$ cat src/rtl/vliw_writeback_if.sv
`default_nettype none
// ============================================================================
// Module      : vliw_writeback_if
// Description : Bundle of the writeback stage signals. Carries, for each of
//               the four execution slots (lsu, ixu1, ixu2, branch):
//                 <u>_res_valid/rd/data  slot result coming into writeback
//                 <u>_iss_valid/iss_rd   destination of an instruction issued
//                 <u>_wr_en/rd/wr_data   register file write port for slot u
//               plus flush, the busy scoreboard and the sticky collision_err.
//               master : the side driving results/issues (pipeline, bench)
//               slave  : the writeback stage itself
// Revision    : 1.0 - initial release
// ============================================================================
interface vliw_writeback_if #(
    parameter int NREGS = 32,
    parameter int XLEN  = 32,
    parameter int AW    = 5
);
    logic             flush;

    logic             lsu_res_valid,    ixu1_res_valid,    ixu2_res_valid,    branch_res_valid;
    logic [AW-1:0]    lsu_res_rd,       ixu1_res_rd,       ixu2_res_rd,       branch_res_rd;
    logic [XLEN-1:0]  lsu_res_data,     ixu1_res_data,     ixu2_res_data,     branch_res_data;

    logic             lsu_iss_valid,    ixu1_iss_valid,    ixu2_iss_valid,    branch_iss_valid;
    logic [AW-1:0]    lsu_iss_rd,       ixu1_iss_rd,       ixu2_iss_rd,       branch_iss_rd;

    logic             lsu_wr_en,        ixu1_wr_en,        ixu2_wr_en,        branch_wr_en;
    logic [AW-1:0]    lsu_rd,           ixu1_rd,           ixu2_rd,           branch_rd;
    logic [XLEN-1:0]  lsu_wr_data,      ixu1_wr_data,      ixu2_wr_data,      branch_wr_data;

    logic [NREGS-1:0] busy;
    logic             collision_err;

    modport master (
        output flush,
        output lsu_res_valid, ixu1_res_valid, ixu2_res_valid, branch_res_valid,
        output lsu_res_rd,    ixu1_res_rd,    ixu2_res_rd,    branch_res_rd,
        output lsu_res_data,  ixu1_res_data,  ixu2_res_data,  branch_res_data,
        output lsu_iss_valid, ixu1_iss_valid, ixu2_iss_valid, branch_iss_valid,
        output lsu_iss_rd,    ixu1_iss_rd,    ixu2_iss_rd,    branch_iss_rd,
        input  lsu_wr_en,     ixu1_wr_en,     ixu2_wr_en,     branch_wr_en,
        input  lsu_rd,        ixu1_rd,        ixu2_rd,        branch_rd,
        input  lsu_wr_data,   ixu1_wr_data,   ixu2_wr_data,   branch_wr_data,
        input  busy, collision_err
    );

    modport slave (
        input  flush,
        input  lsu_res_valid, ixu1_res_valid, ixu2_res_valid, branch_res_valid,
        input  lsu_res_rd,    ixu1_res_rd,    ixu2_res_rd,    branch_res_rd,
        input  lsu_res_data,  ixu1_res_data,  ixu2_res_data,  branch_res_data,
        input  lsu_iss_valid, ixu1_iss_valid, ixu2_iss_valid, branch_iss_valid,
        input  lsu_iss_rd,    ixu1_iss_rd,    ixu2_iss_rd,    branch_iss_rd,
        output lsu_wr_en,     ixu1_wr_en,     ixu2_wr_en,     branch_wr_en,
        output lsu_rd,        ixu1_rd,        ixu2_rd,        branch_rd,
        output lsu_wr_data,   ixu1_wr_data,   ixu2_wr_data,   branch_wr_data,
        output busy, collision_err
    );
endinterface
`default_nettype wire

$ cat src/rtl/vliw_writeback.sv
`default_nettype none
// ============================================================================
// Module      : vliw_writeback
// Description : Writeback stage for the four-slot VLIW core. Registers each
//               slot result for one cycle and drives the 4-port register
//               file, drops writes to x0, resolves same-rd collisions by
//               fixed priority (branch > ixu2 > ixu1 > lsu) and maintains the
//               busy scoreboard used by issue for RAW/WAW stalls.
// Ports       : clk   - clock, rising edge
//               rst_n - synchronous active-low reset
//               wb    - vliw_writeback_if.slave (results, issues, register
//                       file write ports, busy, collision_err)
// Revision    : 1.0 - initial release
// ============================================================================
module vliw_writeback #(
    parameter int NREGS = 32,
    parameter int XLEN  = 32,
    parameter int AW    = 5
) (
    input  wire logic        clk,
    input  wire logic        rst_n,
    vliw_writeback_if.slave  wb
);
    // Slot index order: 0 lsu, 1 ixu1, 2 ixu2, 3 branch (higher = higher priority)
    localparam int c_NSLOT = 4;

    logic [c_NSLOT-1:0] w_res_valid;
    logic [AW-1:0]      w_res_rd   [c_NSLOT];
    logic [XLEN-1:0]    w_res_data [c_NSLOT];
    logic [c_NSLOT-1:0] w_iss_valid;
    logic [AW-1:0]      w_iss_rd   [c_NSLOT];

    logic [c_NSLOT-1:0] w_keep;
    logic               w_coll;
    logic [NREGS-1:0]   w_set;
    logic [NREGS-1:0]   w_clr;
    logic [NREGS-1:0]   w_busy_next;

    logic [c_NSLOT-1:0] r_wr_en;
    logic [AW-1:0]      r_rd      [c_NSLOT];
    logic [XLEN-1:0]    r_wr_data [c_NSLOT];
    logic [NREGS-1:0]   r_busy;
    logic               r_coll;

    assign w_res_valid   = {wb.branch_res_valid, wb.ixu2_res_valid, wb.ixu1_res_valid, wb.lsu_res_valid};
    assign w_res_rd[0]   = wb.lsu_res_rd;
    assign w_res_rd[1]   = wb.ixu1_res_rd;
    assign w_res_rd[2]   = wb.ixu2_res_rd;
    assign w_res_rd[3]   = wb.branch_res_rd;
    assign w_res_data[0] = wb.lsu_res_data;
    assign w_res_data[1] = wb.ixu1_res_data;
    assign w_res_data[2] = wb.ixu2_res_data;
    assign w_res_data[3] = wb.branch_res_data;
    assign w_iss_valid   = {wb.branch_iss_valid, wb.ixu2_iss_valid, wb.ixu1_iss_valid, wb.lsu_iss_valid};
    assign w_iss_rd[0]   = wb.lsu_iss_rd;
    assign w_iss_rd[1]   = wb.ixu1_iss_rd;
    assign w_iss_rd[2]   = wb.ixu2_iss_rd;
    assign w_iss_rd[3]   = wb.branch_iss_rd;

    // A slot keeps its write only if its rd is nonzero and no higher-index
    // (higher-priority) valid slot targets the same rd.
    always_comb begin
        w_keep = '0;
        w_coll = 1'b0;
        for (int u = 0; u < c_NSLOT; u++) begin
            w_keep[u] = w_res_valid[u] && (w_res_rd[u] != '0);
            for (int v = u + 1; v < c_NSLOT; v++) begin
                if (w_res_valid[u] && w_res_valid[v] &&
                    (w_res_rd[u] != '0) && (w_res_rd[u] == w_res_rd[v])) begin
                    w_keep[u] = 1'b0;
                    w_coll    = 1'b1;
                end
            end
        end
    end

    // Clear comes from the writes committing at this edge (registered ports);
    // set comes from this cycle's issues and is applied after the clear so a
    // re-issue to a just-committing register stays busy.
    always_comb begin
        w_set = '0;
        w_clr = '0;
        for (int u = 0; u < c_NSLOT; u++) begin
            if (r_wr_en[u]) begin
                w_clr[r_rd[u]] = 1'b1;
            end
            if (w_iss_valid[u] && (w_iss_rd[u] != '0)) begin
                w_set[w_iss_rd[u]] = 1'b1;
            end
        end
        w_busy_next    = (r_busy & ~w_clr) | w_set;
        w_busy_next[0] = 1'b0;
    end

    always_ff @(posedge clk) begin
        if (!rst_n) begin
            r_wr_en <= '0;
            r_busy  <= '0;
            r_coll  <= 1'b0;
            for (int u = 0; u < c_NSLOT; u++) begin
                r_rd[u]      <= '0;
                r_wr_data[u] <= '0;
            end
        end else if (wb.flush) begin
            r_wr_en <= '0;
            r_busy  <= '0;
        end else begin
            r_wr_en <= w_keep;
            r_busy  <= w_busy_next;
            r_coll  <= r_coll | w_coll;
            // rd/data follow every valid result, dropped or not; only wr_en
            // qualifies the write.
            for (int u = 0; u < c_NSLOT; u++) begin
                if (w_res_valid[u]) begin
                    r_rd[u]      <= w_res_rd[u];
                    r_wr_data[u] <= w_res_data[u];
                end
            end
        end
    end

    assign wb.lsu_wr_en      = r_wr_en[0];
    assign wb.ixu1_wr_en     = r_wr_en[1];
    assign wb.ixu2_wr_en     = r_wr_en[2];
    assign wb.branch_wr_en   = r_wr_en[3];
    assign wb.lsu_rd         = r_rd[0];
    assign wb.ixu1_rd        = r_rd[1];
    assign wb.ixu2_rd        = r_rd[2];
    assign wb.branch_rd      = r_rd[3];
    assign wb.lsu_wr_data    = r_wr_data[0];
    assign wb.ixu1_wr_data   = r_wr_data[1];
    assign wb.ixu2_wr_data   = r_wr_data[2];
    assign wb.branch_wr_data = r_wr_data[3];
    assign wb.busy           = r_busy;
    assign wb.collision_err  = r_coll;

endmodule
`default_nettype wire

$ cat src/flat_wrapper.sv
// flat-port wrapper written by rule: the top's interface ports become plain ports
module vliw_writeback_flat 
#(
    parameter int NREGS = 32,
    parameter int XLEN  = 32,
    parameter int AW    = 5
)
  (clk, rst_n, wb_flush, wb_lsu_res_valid, wb_ixu1_res_valid, wb_ixu2_res_valid, wb_branch_res_valid, wb_lsu_res_rd, wb_ixu1_res_rd, wb_ixu2_res_rd, wb_branch_res_rd, wb_lsu_res_data, wb_ixu1_res_data, wb_ixu2_res_data, wb_branch_res_data, wb_lsu_iss_valid, wb_ixu1_iss_valid, wb_ixu2_iss_valid, wb_branch_iss_valid, wb_lsu_iss_rd, wb_ixu1_iss_rd, wb_ixu2_iss_rd, wb_branch_iss_rd, wb_lsu_wr_en, wb_ixu1_wr_en, wb_ixu2_wr_en, wb_branch_wr_en, wb_lsu_rd, wb_ixu1_rd, wb_ixu2_rd, wb_branch_rd, wb_lsu_wr_data, wb_ixu1_wr_data, wb_ixu2_wr_data, wb_branch_wr_data, wb_busy, wb_collision_err);
  vliw_writeback_if #(.NREGS(NREGS), .XLEN(XLEN), .AW(AW)) wb_i ();
  input  wire logic clk;
  input  wire logic rst_n;
  input wire logic [$bits(wb_i.flush)-1:0] wb_flush;
  input wire logic [$bits(wb_i.lsu_res_valid)-1:0] wb_lsu_res_valid;
  input wire logic [$bits(wb_i.ixu1_res_valid)-1:0] wb_ixu1_res_valid;
  input wire logic [$bits(wb_i.ixu2_res_valid)-1:0] wb_ixu2_res_valid;
  input wire logic [$bits(wb_i.branch_res_valid)-1:0] wb_branch_res_valid;
  input wire logic [$bits(wb_i.lsu_res_rd)-1:0] wb_lsu_res_rd;
  input wire logic [$bits(wb_i.ixu1_res_rd)-1:0] wb_ixu1_res_rd;
  input wire logic [$bits(wb_i.ixu2_res_rd)-1:0] wb_ixu2_res_rd;
  input wire logic [$bits(wb_i.branch_res_rd)-1:0] wb_branch_res_rd;
  input wire logic [$bits(wb_i.lsu_res_data)-1:0] wb_lsu_res_data;
  input wire logic [$bits(wb_i.ixu1_res_data)-1:0] wb_ixu1_res_data;
  input wire logic [$bits(wb_i.ixu2_res_data)-1:0] wb_ixu2_res_data;
  input wire logic [$bits(wb_i.branch_res_data)-1:0] wb_branch_res_data;
  input wire logic [$bits(wb_i.lsu_iss_valid)-1:0] wb_lsu_iss_valid;
  input wire logic [$bits(wb_i.ixu1_iss_valid)-1:0] wb_ixu1_iss_valid;
  input wire logic [$bits(wb_i.ixu2_iss_valid)-1:0] wb_ixu2_iss_valid;
  input wire logic [$bits(wb_i.branch_iss_valid)-1:0] wb_branch_iss_valid;
  input wire logic [$bits(wb_i.lsu_iss_rd)-1:0] wb_lsu_iss_rd;
  input wire logic [$bits(wb_i.ixu1_iss_rd)-1:0] wb_ixu1_iss_rd;
  input wire logic [$bits(wb_i.ixu2_iss_rd)-1:0] wb_ixu2_iss_rd;
  input wire logic [$bits(wb_i.branch_iss_rd)-1:0] wb_branch_iss_rd;
  output wire logic [$bits(wb_i.lsu_wr_en)-1:0] wb_lsu_wr_en;
  output wire logic [$bits(wb_i.ixu1_wr_en)-1:0] wb_ixu1_wr_en;
  output wire logic [$bits(wb_i.ixu2_wr_en)-1:0] wb_ixu2_wr_en;
  output wire logic [$bits(wb_i.branch_wr_en)-1:0] wb_branch_wr_en;
  output wire logic [$bits(wb_i.lsu_rd)-1:0] wb_lsu_rd;
  output wire logic [$bits(wb_i.ixu1_rd)-1:0] wb_ixu1_rd;
  output wire logic [$bits(wb_i.ixu2_rd)-1:0] wb_ixu2_rd;
  output wire logic [$bits(wb_i.branch_rd)-1:0] wb_branch_rd;
  output wire logic [$bits(wb_i.lsu_wr_data)-1:0] wb_lsu_wr_data;
  output wire logic [$bits(wb_i.ixu1_wr_data)-1:0] wb_ixu1_wr_data;
  output wire logic [$bits(wb_i.ixu2_wr_data)-1:0] wb_ixu2_wr_data;
  output wire logic [$bits(wb_i.branch_wr_data)-1:0] wb_branch_wr_data;
  output wire logic [$bits(wb_i.busy)-1:0] wb_busy;
  output wire logic [$bits(wb_i.collision_err)-1:0] wb_collision_err;
  assign wb_i.flush = wb_flush;
  assign wb_i.lsu_res_valid = wb_lsu_res_valid;
  assign wb_i.ixu1_res_valid = wb_ixu1_res_valid;
  assign wb_i.ixu2_res_valid = wb_ixu2_res_valid;
  assign wb_i.branch_res_valid = wb_branch_res_valid;
  assign wb_i.lsu_res_rd = wb_lsu_res_rd;
  assign wb_i.ixu1_res_rd = wb_ixu1_res_rd;
  assign wb_i.ixu2_res_rd = wb_ixu2_res_rd;
  assign wb_i.branch_res_rd = wb_branch_res_rd;
  assign wb_i.lsu_res_data = wb_lsu_res_data;
  assign wb_i.ixu1_res_data = wb_ixu1_res_data;
  assign wb_i.ixu2_res_data = wb_ixu2_res_data;
  assign wb_i.branch_res_data = wb_branch_res_data;
  assign wb_i.lsu_iss_valid = wb_lsu_iss_valid;
  assign wb_i.ixu1_iss_valid = wb_ixu1_iss_valid;
  assign wb_i.ixu2_iss_valid = wb_ixu2_iss_valid;
  assign wb_i.branch_iss_valid = wb_branch_iss_valid;
  assign wb_i.lsu_iss_rd = wb_lsu_iss_rd;
  assign wb_i.ixu1_iss_rd = wb_ixu1_iss_rd;
  assign wb_i.ixu2_iss_rd = wb_ixu2_iss_rd;
  assign wb_i.branch_iss_rd = wb_branch_iss_rd;
  assign wb_lsu_wr_en = wb_i.lsu_wr_en;
  assign wb_ixu1_wr_en = wb_i.ixu1_wr_en;
  assign wb_ixu2_wr_en = wb_i.ixu2_wr_en;
  assign wb_branch_wr_en = wb_i.branch_wr_en;
  assign wb_lsu_rd = wb_i.lsu_rd;
  assign wb_ixu1_rd = wb_i.ixu1_rd;
  assign wb_ixu2_rd = wb_i.ixu2_rd;
  assign wb_branch_rd = wb_i.branch_rd;
  assign wb_lsu_wr_data = wb_i.lsu_wr_data;
  assign wb_ixu1_wr_data = wb_i.ixu1_wr_data;
  assign wb_ixu2_wr_data = wb_i.ixu2_wr_data;
  assign wb_branch_wr_data = wb_i.branch_wr_data;
  assign wb_busy = wb_i.busy;
  assign wb_collision_err = wb_i.collision_err;
  vliw_writeback #(.NREGS(NREGS), .XLEN(XLEN), .AW(AW)) u_core (.clk(clk), .rst_n(rst_n), .wb(wb_i));
endmodule
$ cat config.mk
export PLATFORM = sky130hd
export DESIGN_NAME = vliw_writeback_flat
export DESIGN_NICKNAME = d
export VERILOG_FILES = /design/src/rtl/vliw_writeback_if.sv /design/src/rtl/vliw_writeback.sv /design/src/flat_wrapper.sv
export SDC_FILE = /design/constraint.sdc
export NUM_CORES = 1
export LEC_CHECK = 0
export BUFFER_PORTS_ARGS = -buffer_cell sky130_fd_sc_hd__buf_2
export CAP_MARGIN = 20
export CELL_PAD_IN_SITES_DETAIL_PLACEMENT = 0
export CELL_PAD_IN_SITES_GLOBAL_PLACEMENT = 1
export CORE_MARGIN = 8
export CORE_UTILIZATION = 39
export DETAILED_ROUTE_END_ITERATION = 8
export GPL_TIMING_DRIVEN = 0
export PLACE_DENSITY_LB_ADDON = 0.1
export SLEW_MARGIN = 5
export SYNTH_ARGS = -nofsm -noshare
export SYNTH_HDL_FRONTEND = slang
export SYNTH_SLANG_ARGS = --single-unit
$ cat constraint.sdc
create_clock -name clk -period 10.9 [get_ports clk]
set_input_delay 0.545 -clock clk [delete_from_list [all_inputs] [get_ports clk]]
set_output_delay 0.545 -clock clk [all_outputs]
set_load 0.1 [all_outputs]
==> summary.txt <==
Outcome
  – Status: finished clean

Place
  – Area after DPL: approximately 0.011 sq mm
  – Placed insts: ~1500
  – GPL Wtd Cong: between 0.9 and 1
  – Dpl hpwl: ~27 mm
  – # port buffers: between 300 and 400

Global route
  – Met1 usage: 26.0%
  – Tot GR Track Use: 23.7%
  – Gr busiest metal: met2
  – Routing usage on met3: ~8.1%
  – GRT overflow: 0
  – Pin count of the biggest net entering global routing: 28
  – Vias in the first global route: roughly 8500
  – Initial antenna violation count: 5
  – GR Util met2: a little over two fifths
  – First-pass GRT wire length: 51.3 mm

Timing
  – Slew HR: 39.3%
  – Final hold viol count: 0
  – Setup TNS: 0 ps
  – Worst Tran Pin Value: roughly 900 ps
  – Fmax: around 0.49 GHz
  – Slew Viols, Final: 0
  – Worst-case clock skew: about 7 ps
  – Setup violators final: 0
  – RSZ-0062 raised after global routing: false
  – Fin crit period: approximately 2000 ps
  – Final worst-path cycle share: around a fifth
  – Worst hold margin: slightly above 400 ps

Power and ir drop
  – Leak: 5.15 nW
  – Pwr Density: between 150 and 200 mW/mm^2
  – Worst VDD drop: roughly 0.00010 V

Clocking
  – TritonCTS Buffers: 17
  – Clk buf depth: 2
  – Root buf cell: clkbuf_16
  – CTS clk-pin slew, worst paths: about 80 ps
  – CTS Sinks: 184
  – CTS Hold Bufs: 0
  – Post-CTS Repair Setup Buffers: 0
  – Clk_lat worst skew: between 400 and 500 ps
  – CTS tree: done
  – H-tree depth: 4
  – PostCTS Resize Cnt: 0

Setup path
  – Buf/Inv on CP: 1
  – Worst Path Arrival: 1490 ps
  – Critical R2R Launch: u_core.r_rd[0][5]$_SDFFCE_PN0P_
  – Crit start category: register
  – Family with the most delay on the worst path: flip-flops
  – Crit path largest cell delay: 540 ps
  – Slowest-stage cell, CP: edfxtp_1
  – Element type at the critical path end: output port
  – CP Launch Point: u_core.r_rd[0][4]$_SDFFCE_PN0P_
  – Max Fanout on Critical Path: 10
  – CP cell instances: buf_2
  – Kind of critical path: register to output port
  – WP data required: 10360 ps

Floorplanning
  – Die W: ~170 um
  – Die H: 167 um
  – Initial Utilization: around 40%
  – Row count: 55
  – Num ports: approximately 360
  – Core area: between 0.02 and 0.025 sq mm
  – Die Footprint: about 0.028 sq mm

Logic synthesis
  – Mapped Area: ~0.0089 sq mm
  – Register bit total from synthesis: between 150 and 200
  – Number of synthesized flops with an enable pin: around 150
  – Yosys cell types: 51
  – Synth Instances: between 800 and 900
  – Asr flop ratio synth: 0%
  – Post-Syn Nets: 997
  – Top-area cell type share of the netlist area: roughly half
  – Seq/Total Area, Yosys: between 50% and 60%
  – Mapped Avg Cell Area: ~11 sq um
  – Main synth FF type: edfxtp_1
  – Warnings from Yosys: 0
  – Ranking of synthesized cells by area: edfxtp_1 (50%), and3_1 (10%), dfxtp_1 (8.1%), a22oi_1 (4.5%), nor2_1 (2.3%)
  – Largest area contributor in the netlist: edfxtp_1

Routing
  – Avg WL per Cell: ~23 um
  – Initial drt markers: just under 800
  – Vias: between 8000 and 9000
  – Drt drc: 0
  – Drt first pass iters: 6
  – Post-route ant nets: 0
  – WL final: between 30 and 40 mm
  – Vias per inst: approximately 5.6

Min path
  – Worst Hold Launch: wb_ixu2_res_data[20]
  – Hold Path Class: input port to register

Cells and area
  – Share of layout cells above drive strength 1: roughly a third
  – Multi-input gate area: 0.00355 sq mm
  – Layout area overhead: 32.1%
  – Commonest non-fill, non-tap cell in the layout: buf_2
  – Design area: 0.0118 sq mm
  – Final cell count without fillers: between 1000 and 1500
  – Register area: around 0.0052 sq mm
  – Commonest non-fill, non-tap cells in the layout: buf_2 (360), and3_1 (149), edfxtp_1 (148), nor2_1 (55), a22oi_1 (54)
  – Fillers: 2164
  – Final core occ: a little over half
  – NumNets Final: roughly 1400

Flow run
  – # Max-Cap Violations: 0
[power breakdown]
group	internal, mW	switching [mW]	total, mW	leakage [nW]
clock	0.306	0.309	0.615	0.287
sequential	0.809	0.0215	0.830	1.80
combinational	0.0924	0.483	0.575	3.07
[metal layers]
metal | wire length (um) | share of wire (%)
met5 | 43 | 0.13
met4 | 852 | 2.5
met3 | 3090 | 9.1
met2 | 17300 | 51
met1 | 12500 | 37
[worst paths after layout]
path / endpoint / slack [ps] / cells past startpoint
setup / recovery: wb_lsu_rd[4] / 8870 / 1
hold / removal: u_core.r_wr_data[2][20]$_SDFFCE_PN0P_ / 410 / 2
setup reg to reg: u_core.wb.busy[15]$_SDFF_PP0_ / 8980 / 6
hold reg to reg: u_core.wb.busy[17]$_SDFF_PP0_ / 470 / 2
[flip-flops by register name (all words and copies together) (netlist names)]
| register | cells |
|---|---|
| u_core.r_wr_data | 128 |
| u_core.wb.collision_err | 1 |
| u_core.r_rd | 20 |
| u_core.wb.busy | 31 |
| u_core.r_wr_en | 4 |
[synth_stat cells, types with 2 or more instances]
library cell / number
and2_1: 4
nor2_1: 55
o22ai_1: 23
a21oi_1: 27
dfxtp_1: 36
xor2_1: 14
or3_1: 2
a32oi_1: 3
o22a_1: 6
o32ai_1: 6
a31oi_1: 13
nor4_1: 5
nand2b_1: 21
nand3_1: 39
clkbuf_1: 48
nand2_1: 29
a211oi_1: 10
xnor2_1: 16
inv_1: 6
nor3b_1: 5
a22oi_1: 54
a221oi_1: 5
nand4b_1: 3
o21ai_0: 5
edfxtp_1: 148
nor3_1: 26
and3_1: 149
buf_2: 3
o32a_1: 2
nor2b_1: 23
buf_1: 2
nand4_1: 11
[kinds of logic after synthesis]
group | after synthesis | share of synthesized area (%)
AO/OA/AOI/OAI | 159 | 12.4
XOR/XNOR | 30 | 2.95
buffers and inverters | 61 | 2.76
flip-flops | 184 | 57.9
other | 1 | 0.0420
AND/OR/NAND/NOR | 383 | 24.0
[area by class of cell]
class,count,area share (%)
clock buffers,17,3.61
well taps,285,3.03
multi-input cells,573,30.2
clock inverters,15,1.31
inverters,6,0.191
flip-flops and latches,184,43.8
diodes,2,0.0425
repair buffers,361,15.9
plain buffers,55,1.90
[per-stage QoR]
stage	setup WS [ps]	total power [mW]
6_report	8870	2.02
5_1_grt	8830	2.09
4_1_cts	8860	2.03
3_5_place_dp	8660	1.42
3_3_place_gp	5550	1.42
2_1_floorplan	6990	1.29
No activity file was read; power rests on OpenSTA's default activity.
